$ cat src/rtl/instruction_fetch_unit.sv
// Instruction fetch unit: takes the current PC, reads one instruction word from
// instruction memory over a req/ready handshake, latches it into the IR and
// pulses completion back to the control unit. Misaligned PCs raise a fault.
// Optional feature macro: FETCH_TIMEOUT_EN -- when defined, a wait-state
// counter aborts a fetch that sees no ready within TIMEOUT_CYCLES cycles.
module instruction_fetch_unit #(
  parameter int ADDR_W         = 16,
  parameter int DATA_W         = 16,
  parameter int TIMEOUT_CYCLES = 15
) (
  input  logic              CLK,
  input  logic              input_reset,
  input  logic [ADDR_W-1:0] input_PC,
  input  logic              input_fetch_start,
  input  logic              input_fault_clear,
  input  logic              input_mem_ready,
  input  logic [DATA_W-1:0] input_mem_rdata,
  output logic              output_mem_req,
  output logic [ADDR_W-1:0] output_mem_addr,
  output logic [DATA_W-1:0] output_IR,
  output logic [3:0]        output_opcode,
  output logic              output_fetch_done,
  output logic              output_busy,
  output logic              output_fault,
  output logic [1:0]        output_fault_code
);

  typedef enum logic [1:0] {
    S_IDLE  = 2'd0,
    S_REQ   = 2'd1,
    S_DONE  = 2'd2,
    S_FAULT = 2'd3
  } state_t;

  localparam logic [1:0] CODE_NONE     = 2'b00;
  localparam logic [1:0] CODE_MISALIGN = 2'b01;
`ifdef FETCH_TIMEOUT_EN
  localparam logic [1:0] CODE_TIMEOUT  = 2'b10;
  localparam int         CNT_W         = $clog2(TIMEOUT_CYCLES + 1);
  // Limit is checked against the count before the increment, so the fault
  // fires on the TIMEOUT_CYCLES-th ready-less cycle in REQ.
  localparam logic [CNT_W-1:0] CNT_LAST = CNT_W'(TIMEOUT_CYCLES - 1);
`endif

  state_t            state_q, state_d;
  logic [DATA_W-1:0] ir_q, ir_d;
  logic [ADDR_W-1:0] addr_q, addr_d;
  logic [1:0]        code_q, code_d;
`ifdef FETCH_TIMEOUT_EN
  logic [CNT_W-1:0]  cnt_q, cnt_d;
`endif

  // State and datapath registers; reset overrides every other input.
  always_ff @(posedge CLK) begin
    if (input_reset) begin
      state_q <= S_IDLE;
      ir_q    <= '0;
      addr_q  <= '0;
      code_q  <= CODE_NONE;
`ifdef FETCH_TIMEOUT_EN
      cnt_q   <= '0;
`endif
    end else begin
      state_q <= state_d;
      ir_q    <= ir_d;
      addr_q  <= addr_d;
      code_q  <= code_d;
`ifdef FETCH_TIMEOUT_EN
      cnt_q   <= cnt_d;
`endif
    end
  end

  // Next-state and register-update logic; starts outside IDLE are dropped.
  always_comb begin
    state_d = state_q;
    ir_d    = ir_q;
    addr_d  = addr_q;
    code_d  = code_q;
`ifdef FETCH_TIMEOUT_EN
    cnt_d   = cnt_q;
`endif
    case (state_q)
      S_IDLE: begin
        if (input_fetch_start) begin
          if (input_PC[0]) begin
            state_d = S_FAULT;
            code_d  = CODE_MISALIGN;
          end else begin
            state_d = S_REQ;
            addr_d  = input_PC;
`ifdef FETCH_TIMEOUT_EN
            cnt_d   = '0;
`endif
          end
        end
      end
      S_REQ: begin
        if (input_mem_ready) begin
          state_d = S_DONE;
          ir_d    = input_mem_rdata;
        end else begin
`ifdef FETCH_TIMEOUT_EN
          // Ready on the limit edge is handled above, so it wins over timeout.
          if (cnt_q == CNT_LAST) begin
            state_d = S_FAULT;
            code_d  = CODE_TIMEOUT;
          end else begin
            cnt_d = cnt_q + CNT_W'(1);
          end
`endif
        end
      end
      S_DONE: begin
        state_d = S_IDLE;
      end
      S_FAULT: begin
        if (input_fault_clear) begin
          state_d = S_IDLE;
          code_d  = CODE_NONE;
        end
      end
      default: begin
        state_d = S_IDLE;
      end
    endcase
  end

  // Status outputs decoded purely from the current state.
  always_comb begin
    output_mem_req    = 1'b0;
    output_fetch_done = 1'b0;
    output_busy       = 1'b1;
    output_fault      = 1'b0;
    case (state_q)
      S_IDLE:  output_busy       = 1'b0;
      S_REQ:   output_mem_req    = 1'b1;
      S_DONE:  output_fetch_done = 1'b1;
      S_FAULT: output_fault      = 1'b1;
      default: output_busy       = 1'b0;
    endcase
  end

  assign output_mem_addr   = addr_q;
  assign output_IR         = ir_q;
  assign output_opcode     = ir_q[DATA_W-1 -: 4];
  assign output_fault_code = code_q;

endmodule

$ cat config.mk
export PLATFORM = sky130hd
export DESIGN_NAME = instruction_fetch_unit
export DESIGN_NICKNAME = d
export VERILOG_FILES = /design/src/rtl/instruction_fetch_unit.sv
export SDC_FILE = /design/constraint.sdc
export NUM_CORES = 1
export LEC_CHECK = 0
export CAP_MARGIN = 20
export CORE_MARGIN = 2
export CORE_UTILIZATION = 30
export CTS_BUF_LIST = sky130_fd_sc_hd__clkbuf_4
export DETAILED_ROUTE_END_ITERATION = 16
export SYNTH_ARGS = -nofsm -noshare
export SYNTH_HDL_FRONTEND = slang
export SYNTH_SLANG_ARGS = --single-unit
$ cat constraint.sdc
create_clock -name CLK -period 2.8 [get_ports CLK]
set_input_delay 0.7 -clock CLK [delete_from_list [all_inputs] [get_ports CLK]]
set_output_delay 0.7 -clock CLK [all_outputs]
set_load 0.005 [all_outputs]
## Yosys cells after proc, flatten, opt, wreduce, memory -nomap -nowiden

Index checks and enable logic that the tools add are counted.

| word-level totals | value |
|---|---|
| logic and storage cells | 30 |
| register bits after elaboration | 35 |
| input bits | 37 |
| output and inout bits | 42 |

| operators by class | value |
|---|---|
| multiplexer cells | 12 |
| equality and inequality tests | 7 |
| reductions and logical operators | 6 |
| bitwise operators | 1 |

Operators by type and width:

| kind | number |
|---|---|
| $mux 2 | 6 |
| $ne 2x2->1 const B | 4 |
| $pmux 2 s4 | 1 |
| $reduce_and 3->1 | 2 |
| $eq 2x2->1 const B | 2 |
| $mux 1 | 4 |
| $pmux 2 s2 | 1 |
| $reduce_and 4->1 | 1 |
| $eq 2x1->1 const B | 1 |
| $logic_not 2->1 | 1 |
| $reduce_and 2->1 | 1 |
| $reduce_bool 2->1 | 1 |
| $not 1->1 | 1 |

## Depth between registers and ports, before layout

Gate-level depths: netlist of run 1.

| logic depth | value |
|---|---|
| depth in word-level cells | 3 |
| mapped depth | 5 |
| depth with buffers taken out | 2 |

## Worst setup path after synthesis of run 1

No wires, ideal clock.

| path | value |
|---|---|
| path kind | input port to flip-flop |
| start | input port input_PC[0] |
| end | register addr_q[10], in the netlist output_mem_addr[10] |
| required time | 2.728 ns |
| setup time | 0.072 ns |
| cell stages on the path | 3 |
| setup slack | 1.215 ns |
| buffers on the path | 1 |
| arrival | 1.514 ns |
| path through | nor4b_4 -> buf_6 -> mux2i_1 |

| on the way | value |
|---|---|
| cells in the longest elaborated chain, start to end | 2 |

RTL lines:

| item | line | RTL |
|---|---|---|
| from (decl) | 13 | `input logic [ADDR_W-1:0] input_PC,` |
| $not 1->1 (no source line) | - |  |
| $reduce_and 3->1 (no source line) | - |  |
| to (signal assigned) | 66 | `addr_q <= addr_d;` |
| to (decl) | 47 | `logic [ADDR_W-1:0] addr_q, addr_d;` |

No other way between the ends.
A chain may end at the register's enable or synchronous reset.

## Worst setup path after layout of run 1

| path | value |
|---|---|
| start | register state_q[1] |
| end | output port output_fetch_done |

| on the way | value |
|---|---|
| cells in the longest elaborated chain, start to end | 2 |

RTL lines:

| item | line | RTL |
|---|---|---|
| from (decl) | 45 | `state_t state_q, state_d;` |
| from (signal assigned) | 64 | `state_q <= state_d;` |
| $eq 2x2->1 | 135 | `case (state_q)` |
| $mux 1 | 135 |  |
| to (decl) | 22 | `output logic output_fetch_done,` |

No other way between the ends.

==> flow_summary_export.csv, run 1 <==
group,metric,value,unit
run_status,outcome,"finished, final reports clean",
clock_tree,cts_root_buf,"clkbuf_4",
route,totalWireLength,3370,um
clock_tree,cts_tree,"yes",
route,drc,0,
timing,layout_min_cycle_time,2.26,ns
global_route,grt_first_pass_wirelength,5710,um
die,fp.dieH,78,um
setup_path,start_kind,"register",
clock_tree,cts.clk_slew.worst_paths,0.11,ns
global_route,grtUsageTotal,0.119,
clock_tree,cts.path.max_buffers,2,
setup_path,slowest_stage,"dfxtp_1",
global_route,antenna_found_initial,0,
timing,holdWs,0.479,ns
placement,gp_congestion,0.680,
route,via_count,1248,
power_and_ir_drop,ir_worst_vdd,208,uV
power_and_ir_drop,p_total,1.19,mW
clock_tree,holdBufCountCts,0,
setup_path,crit_path_end_kind,"output pin",
setup_path,worstPathArrival,1.56,ns
setup_path,setup.worst_path.class,"register to output pin",
die,core_area,5200,sq um
route,drt_iter0_markers,39,
placement,portBuffers,76,
setup_path,slowest_delay,0.55,ns
finish,num-nets-final,268,
yosys,synth_area,1640,sq um
setup_path,worstPathCellList,"nor2b_1, clkdlybuf4s50_1",
power_and_ir_drop,power_density,474,nW/um^2
finish,stdcell_count,302,
timing,min_period_over_period,0.809,
placement,post-dp-hpwl,2400,um
global_route,grt_max_degree,42,
global_route,grt_overflow,0,
setup_path,critPathRequiredTime,2.10,ns
die,dieArea,6080,sq um
die,fp.dieW,78,um
die,io_pins,79,
clock_tree,htree_levels,2,
timing,rsz0062_at_grt,"false",
yosys,ys_ff_latch,34,
route,vias_per_cell,4.13,
route,post_drt_wl_per_cell,11.2,um
clock_tree,cts_setup_buffers,0,
clock_tree,worstSkewPairLatency,0.34,ns
hold_path,hold_class,"register to register",
timing,fin_skew,0.00585,ns
clock_tree,cts_buffers,5,
clock_tree,clock_sinks,34,
setup_path,path_buf_inv,1,
route,ant_nets,0,
timing,final-setup-viol-count,0,
yosys,ys_types,22,
timing,fin_setup_tns,0,ns
finish,fillCellCount,483,
timing,fmax,0.442,GHz
timing,drv_slew,0,
placement,place_inst,294,
global_route,grt_pass1_vias,1280,
die,start_util,0.316,
setup_path,cp_top_family,"flip-flops",
finish,diodes,0,
power_and_ir_drop,total_leakage_power,0.902,nW
timing,hold_viol,0,
clock_tree,ctsResizeCount,0,
setup_path,critPathMaxFanout,11,
finish,area_growth_syn_to_layout,52.2,%
finish,drive_above_1_share,0.0647,
yosys,seq_area_frac_synth,0.414,
route,dr.pass1.iters,4,
die,row_count,26,
yosys,synth_area_per_cell,10.2,sq um
yosys,syn_inst,161,
flow_run,cap_viol_max_count,0,
yosys,yosysWarnings,0,
-- routing by layer --
layer	routed length, um	vias to the layer above	GRT usage
met2	1420	46	0.184
met3	331	7	0.0547
met5	0	-	0
met1	1560	546	0.140
met4	59	0	0.0526
li1	-	649	-
-- registers in the layout (all words and copies together), names as in the netlist --
signal             flops
state_q                2
output_mem_addr       15
output_fault_code      1
output_IR             16
-- layout make-up --
cell class / instances / area (sq um) / area share
multi-input combinational: 109 / 836 / 0.334
timing repair buffer: 80 / 791 / 0.316
clock inverter: 3 / 63.8 / 0.0255
tap: 70 / 87.6 / 0.0350
sequential: 34 / 681 / 0.272
inverter: 1 / 3.75 / 0.00150
clock buffer: 5 / 37.5 / 0.0150
-- final timing paths --
path,end,from,cells after the start,slack (ns)
setup / recovery,output_fetch_done,state_q[1]$_SDFFE_PP0P_,2,0.54
setup reg to reg,state_q[1]$_SDFFE_PP0P_,state_q[1]$_SDFFE_PP0P_,3,1.42
hold reg to reg,output_mem_addr[2]$_SDFFE_PP0P_,output_mem_addr[2]$_SDFFE_PP0P_,2,0.48
hold / removal,output_mem_addr[2]$_SDFFE_PP0P_,output_mem_addr[2]$_SDFFE_PP0P_,2,0.48
-- synthesized netlist by cell type --
cell type	number	area [sq um]
and4bb_2	1	12.5
and2b_1	1	7.51
and3b_1	2	17.5
buf_6	2	22.5
a31o_2	1	8.76
nor4b_4	1	23.8
mux2i_1	32	320
conb_1	1	3.75
or2_2	1	6.26
buf_4	7	52.6
dfxtp_1	34	681
inv_1	1	3.75
a31oi_1	1	6.26
nor2b_1	1	6.26
clkbuf_2	1	5.00
clkbuf_1	7	26.3
o31a_1	1	8.76
nand2b_1	62	388
nor4b_1	1	8.76
and2_1	1	6.26
o21a_1	1	7.51
buf_12	1	20.0
-- worst register-to-register path, cell delays in order (launching register included) --
cell     delay, ns
dfxtp_1       0.55
and3b_1       0.22
buf_4         0.22
o31a_1        0.29
-- placed cells by master, fill, tap and decap left out, types with 2 or more instances in the layout --
cell,count
clkdlybuf4s50_1,76
bufinv_16,2
mux2i_1,32
nand2b_1,62
dfxtp_1,34
and3b_1,2
buf_4,4
conb_1,2
clkbuf_4,5
-- power breakdown --
part           total, mW  internal, mW  switching [mW]
combinational      0.210         0.145          0.0643
clock              0.446         0.275           0.171
sequential         0.529         0.509          0.0199
-- stage by stage --
| step | util | setup slack, ns | instance area, sq um |
|---|---|---|---|
| 2_1_floorplan | - | 1.21 | 1650 |
| 3_3_place_gp | 0.461 | 0.797 | 2400 |
| 3_5_place_dp | 0.461 | 0.786 | 2400 |
| 4_1_cts | 0.480 | 0.509 | 2500 |
| 5_1_grt | 0.480 | 0.425 | 2500 |
| 6_report | 0.480 | 0.536 | 2500 |
-- logic make-up (layout without fill, tap and decap cells) --
group	Yosys count	in the layout	share of synthesized area
simple gates	71	71	0.290
mux	32	32	0.195
compound gates	4	4	0.0190
buf+inv	19	89	0.0792
flops	34	34	0.414
other cells	1	2	0.00228
(Power assumes the default switching activity.)
==> run 2: changes to the inputs <==
clock period = 2.4 ns   (was 2.8 ns; I/O delays follow)
==> run 2 against run 1 <==
  * Final cell count shrank 0.33%
  * Power shrank 1.5%
  * Utilization shrank 0.82 points
  * Count of clock-buffer cells in the layout grew 1
  * Worst setup slack lost 0.29 ns
  * Cell area shrank 1.7%
  * Global-route usage shrank 0.16 points
  * Clock power shrank 32%
  * Sequential power grew 17%
  * Highest routed layer unchanged
==> flow_summary_export.csv, run 2 (same netlist as run 1, synthesis figures left out) <==
group,metric,value,unit
setup_path,r2r_cells,3,
power_and_ir_drop,power_density,475,nW/um^2
global_route,grt_max_degree,61,
die,row_count,26,
global_route,grtUsageTotal,0.117,
setup_path,path_buf_inv,1,
timing,hold_viol,0,
clock_tree,htree_levels,2,
hold_path,hold_depth,2,
timing,fin_setup_tns,0,ns
setup_path,crit_path_end_kind,"output pin",
power_and_ir_drop,ir_worst_vdd,315,uV
clock_tree,cts_tree,"yes",
placement,placed_area,2400,sq um
global_route,grt_first_pass_wirelength,5740,um
placement,portBuffers,76,
die,io_pins,79,
setup_path,start_kind,"register",
finish,ff_latch_area,681,sq um
finish,area_growth_syn_to_layout,49.6,%
placement,place_ws,0.498,ns
finish,diodes,0,
setup_path,worstPathCellList,"nor2b_1, clkdlybuf4s50_1",
die,dieArea,6080,sq um
setup_path,critPathMaxFanout,11,
setup_path,reg2reg_slack,1.00,ns
flow_run,cap_viol_max_count,0,
timing,final-setup-viol-count,0,
finish,multi_input_area,836,sq um
route,drc,0,
power_and_ir_drop,total_leakage_power,0.882,nW
route,drt_iter0_markers,53,
timing,layout_min_cycle_time,2.15,ns
setup_path,r2r_start,"state_q[1]$_SDFFE_PP0P_",
finish,final_cell_mix,"clkdlybuf4s50_1 (76), nand2b_1 (62), dfxtp_1 (34)",
finish,num-nets-final,267,
route,post_drt_wl_per_cell,11.1,um
timing,rsz0062_at_grt,"false",
timing,min_period_over_period,0.898,
finish,design_area,2460,sq um
finish,fillCellCount,505,
die,core_area,5200,sq um
setup_path,critPathRequiredTime,1.80,ns
placement,post-dp-hpwl,2330,um
timing,fmax,0.464,GHz
power_and_ir_drop,combPwrFrac,0.210,
finish,final_common_cell,"clkdlybuf4s50_1",
power_and_ir_drop,sequentialPowerShare,0.529,
finish,largest_reg_flops,16,
timing,fin_skew,0.00389,ns
hold_path,hold_end,"output_IR[0]$_SDFFE_PP0P_",
power_and_ir_drop,clkPwrFrac,0.261,
power_and_ir_drop,p_sw_frac,0.241,
clock_tree,cts.path.max_buffers,2,
global_route,grt_overflow,0,
die,fp.dieH,78,um
route,vias_per_cell,4.22,
setup_path,r2r-end,"state_q[1]$_SDFFE_PP0P_",
power_and_ir_drop,p_int,0.886,mW
clock_tree,cts_buffers,5,
global_route,antenna_found_initial,0,
setup_path,cp_top_family,"flip-flops",
clock_tree,holdBufCountCts,0,
route,totalWireLength,3340,um
setup_path,slowest_delay,0.55,ns
global_route,grt_pass1_vias,1296,
run_status,outcome,"finished, final reports clean",
route,dr.pass1.iters,4,
finish,drive_above_1_share,0.0606,
clock_tree,cts.clk_slew.worst_paths,0.10,ns
route,via_count,1271,
placement,gp_congestion,0.690,
setup_path,worstPathArrival,1.55,ns
clock_tree,ctsResizeCount,0,
clock_tree,worstSkewPairLatency,0.32,ns
hold_path,holdCritStartpoint,"output_IR[0]$_SDFFE_PP0P_",
hold_path,hold_class,"register to register",
die,fp.dieW,78,um
clock_tree,clock_sinks,34,
clock_tree,cts_setup_buffers,0,
timing,drv_slew,0,
setup_path,setup.worst_path.class,"register to output pin",
die,start_util,0.316,
power_and_ir_drop,p_sw,0.281,mW
timing,holdWs,0.478,ns
clock_tree,cts_root_buf,"clkbuf_4",
timing,setup_slack,0.246,ns
route,ant_nets,0,
setup_path,slowest_stage,"dfxtp_1",
-- run 2: how the worst max path moves through the flow --
stage                                 start                                to  cells after the start
CTS                 state_q[1]$_SDFFE_PP0P_                 output_fetch_done                      2
global route        state_q[1]$_SDFFE_PP0P_                 output_fetch_done                      2
detailed placement        input_fetch_start  output_mem_addr[15]$_SDFFE_PP0P_                      4
global placement          input_fetch_start   output_mem_addr[4]$_SDFFE_PP0P_                      4
finish              state_q[1]$_SDFFE_PP0P_                 output_fetch_done                      2
floorplan                       input_PC[0]  output_mem_addr[10]$_SDFFE_PP0P_                      3
-- run 2: layout make-up --
cell class / count / share of cell area
multi-input combinational: 109 / 0.340
timing repair buffer: 79 / 0.324
sequential: 34 / 0.277
tap: 70 / 0.0356
clock buffer: 6 / 0.0183
inverter: 1 / 0.00153
clock inverter: 2 / 0.00356
-- run 2: power by group through the flow --
stage	Sequential (mW)	Combinational, mW	Clock (mW)
after floorplan	0.626	0.121	0
after global placement	0.631	0.248	0
after detailed placement	0.630	0.249	0
after CTS	0.618	0.250	0.329
after global routing	0.624	0.267	0.354
final	0.617	0.246	0.305
-- run 2: metrics by stage --
step / std cells / total power, mW / util
after floorplan: 162 / 0.746 / -
after global placement: 293 / 0.879 / 0.462
after detailed placement: 293 / 0.879 / 0.462
after CTS: 301 / 1.20 / 0.472
after global routing: 301 / 1.25 / 0.472
final: 301 / 1.17 / 0.472
-- run 2: worst min-delay path: cells and delay by family (launching register included) --
kind	cells	cell delay (ns)
DFF	1	0.32
muxes	1	0.06
and+or+nand+nor	1	0.06
-- run 2: metal layers --
metal	up-vias	global-route usage	wire, um
met4	0	0.0474	53
met5	-	0	0
li1	653	-	-
met3	7	0.0488	311
met1	564	0.137	1470
met2	47	0.190	1510
==> run 3: changes to the inputs <==
TNS_END_PERCENT = 5   (was unset)
==> results of run 3 <==
Final layout, timing and power as in run 2 (identical DEF).
==> edit (flow settings as in run 2) <==
Take the reset off `ir_q` and load it in a clocked block of its own.
--- a/src/rtl/instruction_fetch_unit.sv
+++ b/src/rtl/instruction_fetch_unit.sv
@@ -54,7 +54,6 @@
   always_ff @(posedge CLK) begin
     if (input_reset) begin
       state_q <= S_IDLE;
-      ir_q    <= '0;
       addr_q  <= '0;
       code_q  <= CODE_NONE;
 `ifdef FETCH_TIMEOUT_EN
@@ -62,13 +61,16 @@
 `endif
     end else begin
       state_q <= state_d;
-      ir_q    <= ir_d;
       addr_q  <= addr_d;
       code_q  <= code_d;
 `ifdef FETCH_TIMEOUT_EN
       cnt_q   <= cnt_d;
 `endif
     end
+  end
+
+  always_ff @(posedge CLK) begin
+    ir_q <= ir_d;
   end
 
   // Next-state and register-update logic; starts outside IDLE are dropped.
Check against the original RTL: differs if input_reset is asserted again (counterexample within 4 cycles, from zero or initial values and one cycle with input_reset high); with input_reset held inactive, the same outputs for 10 cycles.
==> edit against run 2 <==
Total power shrank 1.8%. Clock power decreased by 6.9%. Worst hold slack lost 16 ps. Sequential share of layout area rose by 13 points. Area after synthesis fell by 23%. Critical path type unchanged. Setup slack got worse by 23 ps. Sequential cell count did not move. Largest power group unchanged. Routed wire length decreased by 6.7%. Final area is 16% lower. Combinational power decreased by 18%.
==> edit: results (changes against run 2) <==
stage	metric	value	unit	change
synth	yosys_warnings	0		unchanged
clocking	cts_buffers	5		unchanged
global_route	grt_util_met3	4.678	%	-0.21 points
synth	seq_area_frac_synth	66.34	%	+25 points
detailed_routing	wl_met1	1.259	mm	-14%
critical_path	crit_fanout	11		unchanged
global_route	grt_pass1_vias	1032		-20%
critical_path	critPathTopFamily	flip-flops		
critical_path	slowest_delay	540	ps	
finish	drive_above_1_share	4.762	%	-1.3 points
synth	synth_ff_type	dfxtp_1		
finish	diodes	0		unchanged
detailed_routing	top_layer_used	met4		
min_path	worstHoldPathType	reg -> reg		
place	place_ws	155.6	ps	-342.9 ps
finish	nNetsFinal	225		-16%
detailed_routing	wl_met3	204	microns	-34%
detailed_routing	drt_iter0_drc	44		-17%
clocking	clk_pin_slew	100	ps	about the same
power_and_ir_drop	vdd_drop_max	0.0002624	V	-17%
synth	async_flop_share	0	%	unchanged
clocking	h-tree-depth	2		unchanged
critical_path	cp_slowest_cell	dfxtp_1		
clocking	cts_resized	0		unchanged
timing	clock_skew	6.648	ps	+2.759 ps
detailed_routing	routed_wirelength	3.116	mm	-6.7%
power_and_ir_drop	seq_power_share	57.6	%	+4.7 points
synth	synth.distinct_cells	22		unchanged
power_and_ir_drop	leakage	0.7286	nW	-17%
global_route	grt_pass1_wl	5.161	mm	-10%
clocking	clock_latency	330	ps	
timing	tightest_slew	522.1	ps	
detailed_routing	drt_first_pass_iters	4		unchanged
global_route	grt_use_met2	24.15	%	+5.2 points
critical_path	critPathArrivalTime	1580	ps	+30 ps
global_route	grtUsageMet1	14.72	%	+1.0 points
synth	synth_edf_count	16		+16
global_route	antenna_found_initial	0		unchanged
detailed_routing	vias_per_cell	4.406		+4.3%
clocking	root_buffer	clkbuf_4		
clocking	cts_setup_buffers	0		unchanged
synth	synthTopCellsByCount	nand2_1, dfxtp_1, edfxtp_1, a21oi_1, buf_4		
global_route	track_usage	13.97	%	+2.2 points
place	port_buffers	76		unchanged
finish	largest_reg_flops	16		unchanged
power_and_ir_drop	swShare	23.44	%	-0.67 points
global_route	grt_max_degree	17		-72%
synth	synth_area_leaders	edfxtp_1, dfxtp_1, nand2_1, a21oi_1, buf_4		
clocking	ctsLongestPathBuffers	2		unchanged
status	status	complete, no violations		
place	dp_hpwl	2.362	mm	+1.2%
detailed_routing	wl_met2	1.565	mm	+3.6%
place	place_congestion	0.7147		+3.6%
[edit: area by class of cell]
cell class                 count  area (sq um)
sequential                    34         840.8
fill                         368          1956
timing repair buffer          79         783.3
multi-input combinational     68         337.8
clock buffer                   5         37.54
clock inverter                 3         11.26
tap                           50         62.56
[edit: power by group through the flow]
stage | clock network [mW] | logic (mW) | registers, mW
4_1_cts | 0.304 | 0.205 | 0.661
6_report | 0.284 | 0.202 | 0.661
5_1_grt | 0.326 | 0.219 | 0.666
3_5_place_dp | 0 | 0.204 | 0.675
3_3_place_gp | 0 | 0.200 | 0.674
2_1_floorplan | 0 | 0.0759 | 0.668
[edit: worst paths after layout]
check,start,depth (start not counted),slack (ps),endpoint
worst max-delay path,state_q[0]$_SDFFE_PP0P_,2,220,output_mem_req
worst min-delay path,output_mem_addr[9]$_SDFFE_PP0P_,2,460,output_mem_addr[9]$_SDFFE_PP0P_
worst max register to register,state_q[1]$_SDFFE_PP0P_,3,790,output_mem_addr[10]$_SDFFE_PP0P_
worst min register to register,output_mem_addr[9]$_SDFFE_PP0P_,2,460,output_mem_addr[9]$_SDFFE_PP0P_
[edit: logic make-up (layout without fill, tap and decap cells)]
kind of cell           count (synthesis)  count (layout)  synth area share (%)
AO/OA/AOI/OAI                         18              18                 7.304
buffers and inverters                 13              87                 7.305
AND/OR/NAND/NOR                       48              48                 18.76
flip-flops                            34              34                 66.34
other                                  1               2                0.2959
[edit: stage by stage]
stage / power, mW / instance area, sq um / std cells / utilization (%)
2_1_floorplan: 0.7437 / 1271 / 115 / -
3_3_place_gp: 0.8740 / 2024 / 231 / 50.25
3_5_place_dp: 0.8785 / 2024 / 231 / 50.25
4_1_cts: 1.171 / 2073 / 239 / 51.46
5_1_grt: 1.211 / 2073 / 239 / 51.46
6_report: 1.146 / 2073 / 239 / 51.46
